===== src/rtl/rename_alias_table.sv =====
`default_nettype none
// ============================================================================
// Module   : rename_alias_table
// Purpose  : Register alias table (busy + ROB tag per register). Supports dual
//            in-order allocation, CDB clear and flush. Define RAT_CKPT_EN to
//            add branch checkpoints with single-cycle restore.
// Revision : 1.0
// ============================================================================
module rename_alias_table #(
    parameter int  TAG_WIDTH  = 4,
    parameter int  ADDR_WIDTH = 3,
    parameter int  NUM_CKPT   = 2,
    localparam int NUM_REGS   = 2**ADDR_WIDTH,
    localparam int CKPT_W     = (NUM_CKPT > 1) ? $clog2(NUM_CKPT) : 1
) (
    input  logic                   clk,
    input  logic                   reset,
    input  logic                   flush,
    input  logic [ADDR_WIDTH-1:0]  rd_a_addr,
    input  logic [ADDR_WIDTH-1:0]  rd_b_addr,
    output logic                   rd_a_busy,
    output logic                   rd_b_busy,
    output logic [TAG_WIDTH-1:0]   rd_a_tag,
    output logic [TAG_WIDTH-1:0]   rd_b_tag,
    input  logic                   alloc_a,
    input  logic                   alloc_b,
    input  logic [ADDR_WIDTH-1:0]  alloc_a_addr,
    input  logic [ADDR_WIDTH-1:0]  alloc_b_addr,
    input  logic [TAG_WIDTH-1:0]   alloc_a_tag,
    input  logic [TAG_WIDTH-1:0]   alloc_b_tag,
    input  logic                   cdb_valid,
    input  logic [ADDR_WIDTH-1:0]  cdb_addr,
    input  logic [TAG_WIDTH-1:0]   cdb_tag,
    input  logic                   ckpt_save,
    input  logic [CKPT_W-1:0]      ckpt_save_id,
    input  logic                   ckpt_restore,
    input  logic [CKPT_W-1:0]      ckpt_restore_id,
    output logic [NUM_CKPT-1:0]    ckpt_valid,
    output logic                   restore_err,
    output logic [ADDR_WIDTH:0]    busy_count
);

    logic [NUM_REGS-1:0]  r_busy;
    logic [TAG_WIDTH-1:0] r_tag [NUM_REGS];
    logic [NUM_REGS-1:0]  w_nxt_busy;
    logic [TAG_WIDTH-1:0] w_nxt_tag [NUM_REGS];
    logic                 w_restore;
    logic                 w_rst_hit;
    logic [NUM_REGS-1:0]  w_rst_busy;
    logic [TAG_WIDTH-1:0] w_rst_tag [NUM_REGS];
    logic [ADDR_WIDTH:0]  w_count;

    // Next live table: CDB clear, then slot a, then slot b (later wins).
    always_comb begin
        for (int i = 0; i < NUM_REGS; i++) begin
            w_nxt_busy[i] = r_busy[i];
            w_nxt_tag[i]  = r_tag[i];
            if (cdb_valid && cdb_addr == ADDR_WIDTH'(i) && r_tag[i] == cdb_tag) begin
                w_nxt_busy[i] = 1'b0;
            end
            if (alloc_a && alloc_a_addr == ADDR_WIDTH'(i)) begin
                w_nxt_busy[i] = 1'b1;
                w_nxt_tag[i]  = alloc_a_tag;
            end
            if (alloc_b && alloc_b_addr == ADDR_WIDTH'(i)) begin
                w_nxt_busy[i] = 1'b1;
                w_nxt_tag[i]  = alloc_b_tag;
            end
        end
    end

    always_ff @(posedge clk or posedge reset) begin
        if (reset) begin
            r_busy <= '0;
            for (int i = 0; i < NUM_REGS; i++) r_tag[i] <= '0;
        end else if (flush) begin
            r_busy <= '0;
            for (int i = 0; i < NUM_REGS; i++) r_tag[i] <= '0;
        end else if (w_restore) begin
            if (w_rst_hit) begin
                r_busy <= w_rst_busy;
                for (int i = 0; i < NUM_REGS; i++) r_tag[i] <= w_rst_tag[i];
            end
        end else begin
            r_busy <= w_nxt_busy;
            for (int i = 0; i < NUM_REGS; i++) r_tag[i] <= w_nxt_tag[i];
        end
    end

    assign rd_a_busy = r_busy[rd_a_addr];
    assign rd_b_busy = r_busy[rd_b_addr];
    assign rd_a_tag  = r_tag[rd_a_addr];
    assign rd_b_tag  = r_tag[rd_b_addr];

    always_comb begin
        w_count = '0;
        for (int i = 0; i < NUM_REGS; i++) begin
            w_count = w_count + {{ADDR_WIDTH{1'b0}}, r_busy[i]};
        end
    end
    assign busy_count = w_count;

`ifdef RAT_CKPT_EN
    logic [NUM_CKPT-1:0]  r_ck_valid;
    logic [NUM_REGS-1:0]  r_ck_busy [NUM_CKPT];
    logic [TAG_WIDTH-1:0] r_ck_tag  [NUM_CKPT][NUM_REGS];
    logic [NUM_REGS-1:0]  w_ck_clr  [NUM_CKPT];
    logic                 r_restore_err;

    // Snapshots track retiring results too, so a restore never revives a done entry.
    always_comb begin
        for (int k = 0; k < NUM_CKPT; k++) begin
            w_ck_clr[k] = r_ck_busy[k];
            for (int i = 0; i < NUM_REGS; i++) begin
                if (cdb_valid && cdb_addr == ADDR_WIDTH'(i) && r_ck_tag[k][i] == cdb_tag) begin
                    w_ck_clr[k][i] = 1'b0;
                end
            end
        end
    end

    // Select by compare loop so an out-of-range id simply reads as invalid.
    always_comb begin
        w_rst_hit  = 1'b0;
        w_rst_busy = '0;
        for (int i = 0; i < NUM_REGS; i++) w_rst_tag[i] = '0;
        for (int k = 0; k < NUM_CKPT; k++) begin
            if (ckpt_restore_id == CKPT_W'(k)) begin
                w_rst_hit  = r_ck_valid[k];
                w_rst_busy = w_ck_clr[k];
                for (int i = 0; i < NUM_REGS; i++) w_rst_tag[i] = r_ck_tag[k][i];
            end
        end
    end

    assign w_restore = ckpt_restore;

    always_ff @(posedge clk or posedge reset) begin
        if (reset) begin
            r_ck_valid    <= '0;
            r_restore_err <= 1'b0;
            for (int k = 0; k < NUM_CKPT; k++) begin
                r_ck_busy[k] <= '0;
                for (int i = 0; i < NUM_REGS; i++) r_ck_tag[k][i] <= '0;
            end
        end else if (flush) begin
            r_ck_valid    <= '0;
            r_restore_err <= 1'b0;
        end else if (ckpt_restore) begin
            r_restore_err <= ~w_rst_hit;
            if (w_rst_hit) begin
                for (int k = 0; k < NUM_CKPT; k++) begin
                    r_ck_busy[k] <= w_ck_clr[k];
                    if (ckpt_restore_id == CKPT_W'(k)) r_ck_valid[k] <= 1'b0;
                end
            end
        end else begin
            r_restore_err <= 1'b0;
            for (int k = 0; k < NUM_CKPT; k++) begin
                if (ckpt_save && ckpt_save_id == CKPT_W'(k)) begin
                    r_ck_valid[k] <= 1'b1;
                    r_ck_busy[k]  <= w_nxt_busy;
                    for (int i = 0; i < NUM_REGS; i++) r_ck_tag[k][i] <= w_nxt_tag[i];
                end else begin
                    r_ck_busy[k] <= w_ck_clr[k];
                end
            end
        end
    end

    assign ckpt_valid  = r_ck_valid;
    assign restore_err = r_restore_err;
`else
    logic w_unused_ckpt;

    assign w_restore  = 1'b0;
    assign w_rst_hit  = 1'b0;
    assign w_rst_busy = '0;
    always_comb begin
        for (int i = 0; i < NUM_REGS; i++) w_rst_tag[i] = '0;
    end

    assign ckpt_valid    = '0;
    assign restore_err   = 1'b0;
    assign w_unused_ckpt = ^{ckpt_save, ckpt_save_id, ckpt_restore, ckpt_restore_id};
`endif

endmodule
`default_nettype wire


===== config.mk =====
export PLATFORM = sky130hd
export DESIGN_NAME = rename_alias_table
export DESIGN_NICKNAME = d
export VERILOG_FILES = /design/src/rtl/rename_alias_table.sv
export SDC_FILE = /design/constraint.sdc
export NUM_CORES = 1
export LEC_CHECK = 0
export CAP_MARGIN = 30
export CORE_UTILIZATION = 51
export CTS_BUF_LIST = sky130_fd_sc_hd__clkbuf_4
export DETAILED_ROUTE_END_ITERATION = 10
export GPL_TIMING_DRIVEN = 0
export PLACE_DENSITY_LB_ADDON = 0.08
export SLEW_MARGIN = 10
export SYNTH_ARGS = -nofsm -noshare
export SYNTH_HDL_FRONTEND = slang
export SYNTH_SLANG_ARGS = --single-unit
export TNS_END_PERCENT = 5

===== constraint.sdc =====
create_clock -name clk -period 3.1 [get_ports clk]
set_clock_uncertainty 0.1 [all_clocks]
set_input_delay 0.31 -clock clk [delete_from_list [all_inputs] [get_ports clk]]
set_output_delay 0.31 -clock clk [all_outputs]
set_load 0.005 [all_outputs]

After elaboration in Yosys (flattened, before gate mapping)
Index checks and enable logic that the tools add are counted.
{"block": "totals", "input_bits": 37, "mem_bits_rw": 0, "reg_bits": 40, "latchBits": 0, "memories": 0, "output_inout_bits": 17, "wordCells": 161, "mem_bits_ro": 0}
{"block": "classes", "muxes": 52, "mul": 0, "bitwise": 2, "div": 0, "n_addsub": 7, "n_reduce_logical": 51, "n_eq_ne": 29, "order_cmp": 4, "shift": 0}
{"operator": "4-bit 2-to-1 mux", "count": 20}
{"operator": "3-bit equality test (second input constant)", "count": 12}
{"operator": "4-bit equality test", "count": 8}
{"operator": "1-bit logical AND", "count": 32}
{"operator": "32-bit 2-to-1 mux", "count": 1}
{"operator": "4-bit nonzero test", "count": 8}
{"operator": "1-bit 2-to-1 mux", "count": 26}
{"operator": "4-bit binary-select mux with 3-bit select", "count": 2}
{"operator": "3-bit nonzero test", "count": 8}
{"operator": "3-bit by 2-bit equality test with 1-bit output (second input constant)", "count": 6}
{"operator": "4-bit by 1-bit adder with 4-bit output", "count": 4}
{"operator": "3-bit by 1-bit equality test with 1-bit output (second input constant)", "count": 3}
{"operator": "3-bit logical NOT", "count": 3}
{"operator": "4-bit >= comparator (second input constant)", "count": 2}
{"operator": "3-bit by 4-bit < comparator with 1-bit output (second input constant)", "count": 2}
{"operator": "8-bit 2-to-1 mux", "count": 1}
{"operator": "3-bit NOT with 4-bit output", "count": 2}
{"operator": "1-bit binary-select mux with 3-bit select", "count": 2}
{"operator": "3-bit by 1-bit adder with 4-bit output", "count": 1}
{"operator": "2-bit by 1-bit adder with 3-bit output", "count": 1}
{"operator": "1-bit by 1-bit adder with 2-bit output", "count": 1}

Depth between registers and ports, before layout
Gate-level depths: netlist (run 1).
{"block": "depth", "word_depth": 7, "depth_mapped": 9, "ltp_nobuf": 9}

Worst setup path before layout (run 1)
OpenSTA, ideal clock, no wires.
{"block": "synth_path", "kind": "flip-flop to output port", "startpoint": "reg r_busy[0]", "endpoint": "out busy_count[2]", "setup_slack_ps": -6, "arrival_ps": 2696, "n_path_buf": 0, "path_stages_with_launch": 10, "cell_sequence": "dfrtp_1 fa_1 inv_1 fa_1 fa_1 inv_1 ha_1 inv_1 fa_1 xnor2_1"}
{"block": "synth_via", "elab_chain_cells": 7}
{"item": "start, declared", "line_no": "43", "text": "logic [NUM_REGS-1:0] r_busy;"}
{"item": "start signal, assigned", "line_no": "81", "text": "r_busy <= w_rst_busy;"}
{"item": "start signal, assigned", "line_no": "85", "text": "r_busy <= w_nxt_busy;"}
{"item": "1-bit by 1-bit adder with 2-bit output", "line_no": "98", "text": "w_count = w_count + {{ADDR_WIDTH{1'b0}}, r_busy[i]};"}
{"item": "2-bit by 1-bit adder with 3-bit output", "line_no": "98"}
{"item": "3-bit by 1-bit adder with 4-bit output", "line_no": "98"}
{"item": "4-bit by 1-bit adder with 4-bit output (4 in series)", "line_no": "98"}
{"item": "end, declared", "line_no": "40", "text": "output logic [ADDR_WIDTH:0] busy_count"}
No other way between the ends.

Worst setup path after layout (run 1)
{"block": "layout_path", "startpoint": "reg r_busy[0]", "endpoint": "out busy_count[1]"}
Same word-level chain as after synthesis.

==> impl_metrics.py, run 1 <==
metrics = {
    "route": {
        "wl_um": 9500,
        "avgRoutedWirePerCell_um": 21.9,
        "dr.pass1.iters": 4,
        "drc": 0,
        "ant_nets": 0,
        "vias": 2706,
        "drtIter0Drc": 146,
        "routed_via_density": 6.25,
    },
    "synthesis": {
        "synth_top_area_cell": "dfrtp_1",
        "yosys-top-cells-count": "dfrtp_1 (40), a21oi_1 (33), mux2i_1 (32), o21ai_0 (32), mux4_2 (20)",
        "ys.flop_type": "dfrtp_1",
        "synthArstFlopShare_pct": 100,
        "syn-cell-area_um2": 3320,
        "synth_edf_count": 0,
        "yosysTopAreaCellShare_pct": 30.1,
        "ys.warnings.count": 0,
        "syn_avg_cell_area_um2": 10.7,
        "synth_most_common_cell": "dfrtp_1",
        "synthTopCellsByArea": "dfrtp_1 (30%), mux4_2 (14%), mux2i_1 (9.6%)",
        "ys_types": 40,
        "synthCells": 311,
        "ys_seq_elements": 40,
        "synth_seq_area_share_pct": 30.1,
    },
    "placed_design": {
        "hpwl_um": 6940,
        "place_area_um2": 3750,
        "port_buffers": 30,
        "globalplace.congestion": 0.958,
    },
    "sta": {
        "fin_crit_sh_pct": 116,
        "worstMarginPinSlew_ns": 0.658,
        "max-slew-margin-rel_pct": 55.9,
        "worst_slack_ns": -0.483,
        "fmax_mhz": 279,
        "hold-worst-slack_ns": 0.0795,
        "finalSetupViolations": 4,
        "final-max-slew-violation-count": 0,
        "finalHoldViolCount": 0,
        "min_period_ns": 3.58,
        "rsz0062_at_grt": "yes",
    },
    "grt": {
        "busiest_layer": "met2",
        "use_met2_pct": 50.3,
        "overflow": 0,
        "grtUsageMet1_pct": 39.6,
        "grt_usage_pct": 30.1,
        "grt_max_degree": 32,
        "grt_use_met3_pct": 3.41,
        "grt_pass1_vias": 2526,
        "antenna_found_initial": 0,
        "grt_pass1_wl_um": 14200,
    },
    "die": {
        "start_util_pct": 52.6,
        "num_rows": 29,
        "coreArea_um2": 6310,
        "dieArea_um2": 6840,
        "die-width_um": 82.7,
        "die_h_um": 82.7,
        "ios": 54,
    },
    "clocking": {
        "cts_root_buf": "clkbuf_4",
        "cts_buffers": 5,
        "cts_hold_buf": 0,
        "clk_path_buf_depth": 2,
        "clock_insertion_delay_worst_skew_ns": 0.36,
        "clk_pin_slew_worst_paths_ns": 0.13,
        "cts_tree": "done",
        "cts.sinks": 40,
        "cts_max_level": 2,
    },
    "run_status": {
        "violations": "negative setup slack",
        "run_status": "finished with violations",
    },
    "worst_setup_path": {
        "critPathKind": "reg2out",
        "slowest_delay_ns": 0.55,
        "crit_top_cell": "inv_2",
        "critPathTopFamily": "adder cells",
        "crit_buf_inv": 5,
        "crit_fanout": 2,
        "worst_path_max_delay_cell": "fa_1",
        "critPathRequiredTime_ns": 2.69,
        "arrival_ns": 3.17,
        "endpoint_kind": "output port",
        "cp-start-kind": "flip-flop",
        "path_cells": "fa_1 -> inv_2 -> fa_1 -> fa_1 -> inv_2 -> ha_4 -> inv_2 -> fa_2 -> inv_2 -> buf_6",
    },
    "power_and_ir_drop": {
        "power_density_nw_per_um2": 339,
        "power_frac_comb_pct": 28.7,
        "power.leakage_nw": 1.65,
        "vdd_drop_max_v": 0.000294,
        "intPower_mw": 0.912,
        "clkPwrFrac_pct": 26.9,
        "power_switching_mw": 0.400,
        "p_sw_share_pct": 30.5,
        "pwr-share-seq_pct": 44.3,
    },
    "worst_hold_path": {
        "hp-class": "in2async",
    },
    "final_layout": {
        "syn_to_final_growth_pct": 16.4,
        "antennaDiodeCount": 0,
        "drive_gt1_share_pct": 21.9,
        "nNetsFinal": 399,
        "num-fill-cells": 569,
        "design_area_um2": 3870,
    },
    "run": {
        "cap_violations": 0,
    },
}
==> cells in the final DEF (no fill, tap or decap), types with 7 or more instances in the layout <==
master | Yosys | final
inv_1 | 12 | 7
a21oi_1 | 33 | 32
clkdlybuf4s50_1 | 0 | 26
mux2i_1 | 32 | 32
xor2_1 | 14 | 14
mux2_2 | 10 | 10
buf_4 | 6 | 10
buf_2 | 14 | 15
dfrtp_1 | 40 | 40
clkbuf_1 | 10 | 10
o21ai_0 | 32 | 32
mux4_2 | 20 | 20
xnor2_1 | 19 | 19
==> path summary, 6_finish.rpt <==
| check | start | to | slack, ns | depth (start not counted) |
|---|---|---|---|---|
| worst max-delay path | r_busy[0] | busy_count[1] | -0.48 | 10 |
| worst min-delay path | reset | r_tag[11] | 0.08 | 2 |
| worst max register to register | r_tag[5] | r_busy[6] | 1.66 | 3 |
| worst min register to register | r_busy[3] | r_busy[3] | 0.55 | 1 |
| max in group asynchronous | reset | r_tag[30] | 2.36 | 3 |
| min in group clk | alloc_a_addr[2] | r_tag[29] | 0.28 | 4 |
==> metrics by stage <==
step	setup TNS (ns)	cells	util (%)	total power, mW	setup WS, ns
floorplan	-0.00489	313	-	0.808	-0.00489
detailed placement	-1.29	421	59.4	0.947	-0.556
global route	-1.67	433	61.2	1.37	-0.593
global placement	-1.19	420	59.0	0.933	-0.543
CTS	-1.76	432	60.9	1.29	-0.588
finish	-1.23	433	61.2	1.31	-0.483
==> worst register-to-register path: cells and delay by family, from the launching register on <==
| family | cells | cell delay (ns) |
|---|---|---|
| and+or+nand+nor | 1 | 0.19 |
| DFF | 1 | 0.45 |
| AOI/OAI and AO/OA | 1 | 0.38 |
| xor gates and xnor gates | 1 | 0.21 |
==> final cells by class <==
| class | count | area, um2 | area share [%] |
|---|---|---|---|
| flip-flops and latches | 40 | 1000 | 25.9 |
| repair buffers | 35 | 343 | 8.87 |
| plain buffers | 33 | 173 | 4.47 |
| inverters | 13 | 48.8 | 1.26 |
| well taps | 77 | 96.3 | 2.49 |
| multi-input cells | 227 | 2120 | 55.0 |
| clock inverters | 3 | 42.5 | 1.10 |
| clock buffers | 5 | 37.5 | 0.971 |
==> power groups by stage <==
| stage | logic (mW) | registers, mW | clock network [mW] |
|---|---|---|---|
| after floorplan | 0.230 | 0.579 | 0 |
| after global placement | 0.344 | 0.589 | 0 |
| after detailed placement | 0.355 | 0.592 | 0 |
| after CTS | 0.358 | 0.580 | 0.356 |
| after global routing | 0.416 | 0.585 | 0.373 |
| final | 0.377 | 0.582 | 0.353 |
==> registers in the layout (all words and copies together), names as in the netlist <==
name and count:
r_tag 32, r_busy 8
==> metal layers <==
| layer | vias up | wire [um] |
|---|---|---|
| met5 | - | 0 |
| met4 | 0 | 319 |
| li1 | 1262 | - |
| met1 | 1312 | 3820 |
| met2 | 107 | 4590 |
| met3 | 25 | 773 |
==> logic make-up after synthesis <==
kind of cell | share of synthesized area (%)
AO/OA/AOI/OAI | 13.6
multiplexers | 26.6
buffers and inverters | 6.67
AND/OR/NAND/NOR | 10.6
flip-flops | 30.1
XOR/XNOR | 8.70
adder cells (fa/ha/maj) | 3.54
other | 0.113
==> what timing repair did <==
item                                    in CTS  in global routing
pin swaps                                    5                  4
gates cloned                                 0                  0
endpoints found under the setup margin       4                  4
buffers inserted                             3                  1
resized for setup                           16                  7
(Power assumes the default switching activity.)
==> inputs of run 2 (changes only) <==
GPL_TIMING_DRIVEN = unset   (was 0)
PLACE_DENSITY = 0.89   (was unset)
PLACE_DENSITY_LB_ADDON = unset   (was 0.08)
==> run 2 against run 1 <==
Critical path depth stayed put. Flip-flop and latch count stayed put. Largest power group unchanged. First-iteration DRC count grew 110%. Combinational power rose by 3%. Maximum frequency shrank 1.6%. Via count increased by 4.0%. Global-route usage rose by 0.074 points. Routed wire length grew 0.92%. Clock power increased by 1%. Register-to-register slack improved by 0.04 ns. The flow still finishes with violations (negative setup slack). Non-clock buffer count is 8 lower. Critical endpoint unchanged. Worst setup slack worse by 0.057 ns.
==> impl_metrics.py, run 2 (synthesis results as in run 1) <==
metrics = {
    "worst_setup_path": {
        "arrival_ns": 3.23,
        "endpoint_kind": "output port",
        "critPathRequiredTime_ns": 2.69,
        "ff2ff_path_depth": 3,
        "crit_fanout": 2,
        "cp-start-kind": "flip-flop",
        "crit_start": "r_busy[1]",
        "timing.rr.end": "r_busy[5]",
        "rr_startpoint": "r_tag[9]",
        "rrSetupSlack_ns": 1.70,
        "critPathKind": "reg2out",
    },
    "clocking": {
        "clock_insertion_delay_worst_skew_ns": 0.38,
        "cts_max_level": 2,
        "cts_hold_buf": 0,
        "cts_tree": "done",
        "cts.sinks": 40,
        "cts_root_buf": "clkbuf_4",
        "clk_pin_slew_worst_paths_ns": 0.13,
        "clk_path_buf_depth": 2,
        "cts_buffers": 5,
    },
    "route": {
        "drc": 0,
        "avgRoutedWirePerCell_um": 22.6,
        "ant_nets": 0,
        "vias": 2813,
        "dr.pass1.iters": 5,
        "drtIter0Drc": 305,
        "routed_via_density": 6.62,
        "wl_um": 9590,
    },
    "grt": {
        "overflow": 0,
        "grt_max_degree": 38,
        "grt_usage_pct": 30.2,
        "grt_pass1_wl_um": 14400,
        "grt_pass1_vias": 2755,
        "antenna_found_initial": 0,
    },
    "sta": {
        "worst_slack_ns": -0.540,
        "fin_crit_sh_pct": 117,
        "final-max-slew-violation-count": 0,
        "rsz0062_at_grt": "yes",
        "finalSetupTns_ns": -1.49,
        "min_period_ns": 3.64,
        "finalHoldViolCount": 0,
        "fmax_mhz": 275,
        "worstMarginPinSlew_ns": 0.889,
        "finalSetupViolations": 4,
        "max-slew-margin-rel_pct": 40.7,
    },
    "die": {
        "coreArea_um2": 6310,
        "die-width_um": 82.7,
        "num_rows": 29,
        "die_h_um": 82.7,
        "dieArea_um2": 6840,
        "start_util_pct": 52.6,
        "ios": 54,
    },
    "placed_design": {
        "port_buffers": 46,
        "globalplace.congestion": 1.01,
        "hpwl_um": 6820,
    },
    "power_and_ir_drop": {
        "power.leakage_nw": 1.64,
        "power_mw": 1.33,
        "vdd_drop_max_v": 0.000219,
        "power_density_nw_per_um2": 340,
    },
    "final_layout": {
        "reg_top3": "r_tag: 32 flops, r_busy: 8 flops",
        "multi_input_area_um2": 2120,
        "largest_reg_flops": 32,
        "nNetsFinal": 391,
        "top_register": "r_tag",
        "final_cell_mix": "clkdlybuf4s50_1 (42), dfrtp_1 (40), mux2i_1 (32), o21ai_0 (32), a21oi_1 (32)",
        "seq_area_um2": 1000,
        "num-fill-cells": 535,
        "layout_commonest_cell": "clkdlybuf4s50_1",
        "antennaDiodeCount": 0,
        "drive_gt1_share_pct": 18.7,
        "syn_to_final_growth_pct": 17.7,
    },
    "run_status": {
        "run_status": "finished with violations",
        "violations": "negative setup slack",
    },
    "run": {
        "cap_violations": 0,
    },
    "worst_hold_path": {
        "hp-class": "in2async",
    },
}
## run 2: layout make-up
| cell class | count | share of cell area (%) |
|---|---|---|
| inverters | 13 | 1.25 |
| clock inverters | 3 | 1.09 |
| well taps | 77 | 2.46 |
| multi-input cells | 227 | 54.4 |
| repair buffers | 60 | 14.3 |
| flip-flops and latches | 40 | 25.6 |
| clock buffers | 5 | 0.960 |
## run 2: repair_timing
item,in CTS,in global routing
endpoints found under the setup margin,4,4
buffers inserted,1,1
cloned,0,0
pin swaps,5,4
resized for setup,21,3
## run 2: where the power goes
part | total (mW) | internal (mW) | leakage, nW | switching, mW
sequential | 0.581 | 0.547 | 0.545 | 0.0337
clock | 0.358 | 0.168 | 0.0412 | 0.190
combinational | 0.390 | 0.204 | 1.05 | 0.186
## run 2: worst max path at each step
stage	end	cells past startpoint
6_report	busy_count[1]	10
2_1_floorplan	busy_count[1]	9
3_5_place_dp	busy_count[2]	10
3_3_place_gp	busy_count[2]	10
5_1_grt	busy_count[1]	10
4_1_cts	busy_count[1]	10
## run 2: critical path, cell delays in order, from the launching register on
cell and delay, ns:
dfrtp_1 0.43, fa_1 0.56, inv_2 0.04, fa_1 0.50
fa_1 0.43, inv_2 0.08, ha_4 0.13, inv_2 0.04
fa_2 0.51, inv_2 0.04, buf_6 0.10
## run 2: through the flow
step                      area [um2]  hold WS [ns]  worst slack, ns  util (%)  std cells
after floorplan                 3330         0.366         -0.00489         -        313
after global placement          3800         0.523           -0.457      60.3        415
after detailed placement        3800         0.536           -0.616      60.3        415
after CTS                       3900         0.342           -0.610      61.8        424
after global routing            3910         0.403           -0.631      61.9        425
final                           3910         0.310           -0.540      61.9        425
## run 2: metal layers
metal | global-route usage [%] | up-vias | part of all wire, %
li1 | - | 1248 | -
met1 | 36.6 | 1337 | 36
met2 | 48.9 | 188 | 49
met3 | 6.81 | 40 | 9.6
met4 | 18.3 | 0 | 4.8
met5 | 0 | - | 0
==> inputs of run 3 (changes only) <==
CORE_UTILIZATION = 40   (was 51)
PLACE_DENSITY = 0.65   (was 0.89)
==> run 3 against run 2 <==
The flow still finishes with violations (negative setup slack). Critical endpoint unchanged. Largest power group unchanged. Sequential share of layout area shrank 0.065 points. Clock-buffer cell count up 1. Global-route usage decreased by 6.5 points. Register-to-register slack got worse by 0.04 ns. Flip-flop and latch count is the same. Final area up 0.26%. Worst setup slack better by 0.031 ns. Power is 0.53% lower. Cell count grew 5.2%.
==> impl_metrics.py, run 3 (synthesis results as in run 1) <==
metrics = {
    "run_status": {
        "run_status": "finished with violations",
        "violations": "negative setup slack",
    },
    "sta": {
        "fin_crit_sh_pct": 116,
        "final-max-slew-violation-count": 0,
        "finalHoldViolCount": 0,
        "fmax_mhz": 277,
        "worst_slack_ns": -0.509,
        "worstMarginPinSlew_ns": 0.638,
        "max-slew-margin-rel_pct": 57.3,
        "min_period_ns": 3.61,
        "finalSetupViolations": 4,
        "hold-worst-slack_ns": 0.270,
        "rsz0062_at_grt": "yes",
    },
    "grt": {
        "grt_pass1_wl_um": 15100,
        "grt_pass1_vias": 2639,
        "busiest_layer": "met2",
        "grt_usage_pct": 23.7,
        "grtUsageMet1_pct": 32.8,
        "grt_max_degree": 41,
        "antenna_found_initial": 0,
        "grt_use_met3_pct": 3.74,
        "use_met2_pct": 36.6,
        "overflow": 0,
    },
    "placed_design": {
        "pre_cts_ws_ns": -0.578,
        "port_buffers": 46,
        "globalplace.congestion": 0.941,
        "dpl.cell_count": 439,
        "hpwl_um": 6920,
        "place_area_um2": 3830,
    },
    "route": {
        "drc": 0,
        "ant_nets": 0,
        "avgRoutedWirePerCell_um": 21.7,
        "vias": 2713,
        "drtIter0Drc": 264,
        "dr.pass1.iters": 5,
        "wl_um": 9710,
        "routed_via_density": 6.07,
    },
    "worst_setup_path": {
        "path_cells": "fa_1 -> inv_2 -> fa_1 -> fa_1 -> inv_2 -> ha_4 -> inv_2 -> fa_2 -> inv_1 -> buf_2",
        "critPathKind": "reg2out",
        "endpoint_kind": "output port",
        "arrival_ns": 3.20,
        "critPathTopFamily": "adder cells",
        "worst_path_max_delay_cell": "fa_1",
        "crit_start": "r_busy[1]",
        "crit_fanout": 2,
        "cp-start-kind": "flip-flop",
        "rr_startpoint": "r_tag[12]",
        "critPathRequiredTime_ns": 2.69,
        "timing.rr.end": "r_busy[4]",
        "slowest_delay_ns": 0.54,
        "crit_end": "busy_count[1]",
        "ff2ff_path_depth": 3,
        "crit_buf_inv": 5,
        "path_depth": 10,
        "rrSetupSlack_ns": 1.66,
    },
    "die": {
        "coreArea_um2": 7890,
        "start_util_pct": 42.1,
        "die_h_um": 93.1,
        "dieArea_um2": 8670,
        "ios": 54,
        "die-width_um": 93.1,
        "num_rows": 32,
    },
    "clocking": {
        "cts_tree": "done",
        "post_cts_buffers": 0,
        "clock_insertion_delay_worst_skew_ns": 0.35,
        "cts_root_buf": "clkbuf_4",
        "clk_pin_slew_worst_paths_ns": 0.14,
        "cts_buffers": 5,
        "clk_path_buf_depth": 2,
        "cts_max_level": 2,
        "cts.sinks": 40,
    },
    "final_layout": {
        "syn_to_final_growth_pct": 18.0,
        "design_area_um2": 3920,
        "top_register": "r_tag",
        "nNetsFinal": 388,
        "layout_commonest_cell": "clkdlybuf4s50_1",
        "drive_gt1_share_pct": 17.4,
        "fin_cells": 447,
        "antennaDiodeCount": 0,
        "largest_reg_flops": 32,
        "final_cell_mix": "clkdlybuf4s50_1 (42), dfrtp_1 (40), a21oi_1 (33)",
        "reg_top3": "r_tag: 32 flops, r_busy: 8 flops",
        "num-fill-cells": 735,
    },
    "run": {
        "cap_violations": 0,
    },
    "power_and_ir_drop": {
        "vdd_drop_max_v": 0.000204,
        "power.leakage_nw": 1.64,
        "power_density_nw_per_um2": 337,
    },
    "worst_hold_path": {
        "hp-class": "in2async",
    },
}
run 3: worst min path at each step:
| stage | depth (start not counted) | to | start |
|---|---|---|---|
| 6_report | 3 | r_tag[12] | reset |
| 5_1_grt | 3 | r_tag[12] | reset |
| 4_1_cts | 3 | r_tag[18] | reset |
| 3_3_place_gp | 2 | r_tag[10] | r_tag[10] |
| 2_1_floorplan | 2 | r_busy[5] | flush |
| 3_5_place_dp | 2 | r_tag[8] | r_tag[8] |
run 3: cell type report:
cell class              instances  area (um2)  share of cell area [%]
flip-flops and latches         40        1000                    25.5
repair buffers                 57         533                    13.6
clock inverters                 2        35.0                   0.894
multi-input cells             227        2130                    54.3
well taps                     102         128                    3.26
inverters                      13        48.8                    1.25
clock buffers                   6        45.0                    1.15
run 3: layer usage:
metal | part of all wire, % | vias to the layer above
met5 | 0 | -
met4 | 4.5 | 0
met3 | 8.0 | 27
met2 | 46 | 142
met1 | 42 | 1299
li1 | - | 1245
run 3: where the power goes:
part | switching, mW | total [mW] | internal, mW | leakage, nW
Sequential | 0.0330 | 0.580 | 0.547 | 0.545
Clock | 0.181 | 0.359 | 0.178 | 0.0456
Combinational | 0.183 | 0.382 | 0.198 | 1.05
Total | 0.398 | 1.32 | 0.924 | 1.64
run 3: timing repair:
item                                   CTS  global route
cloned                                   0             0
setup endpoints to repair                4             4
resized for setup                       17             2
endpoints found under the hold margin    0             0
pin swaps                                5             3
hold buffers                             0             0
run 3: tightest hold or removal path: stages:
cell and delay, ns:
clkdlybuf4s50_1 0.39, inv_1 0.05, buf_4 0.44
run 3: per-stage QoR:
stage,utilization (%),power [mW],TNS [ns]
3_3_place_gp,48.5,0.947,-0.936
2_1_floorplan,-,0.808,-0.00489
4_1_cts,49.6,1.33,-1.52
3_5_place_dp,48.5,0.958,-1.29
5_1_grt,49.7,1.38,-1.78
6_report,49.7,1.32,-1.31
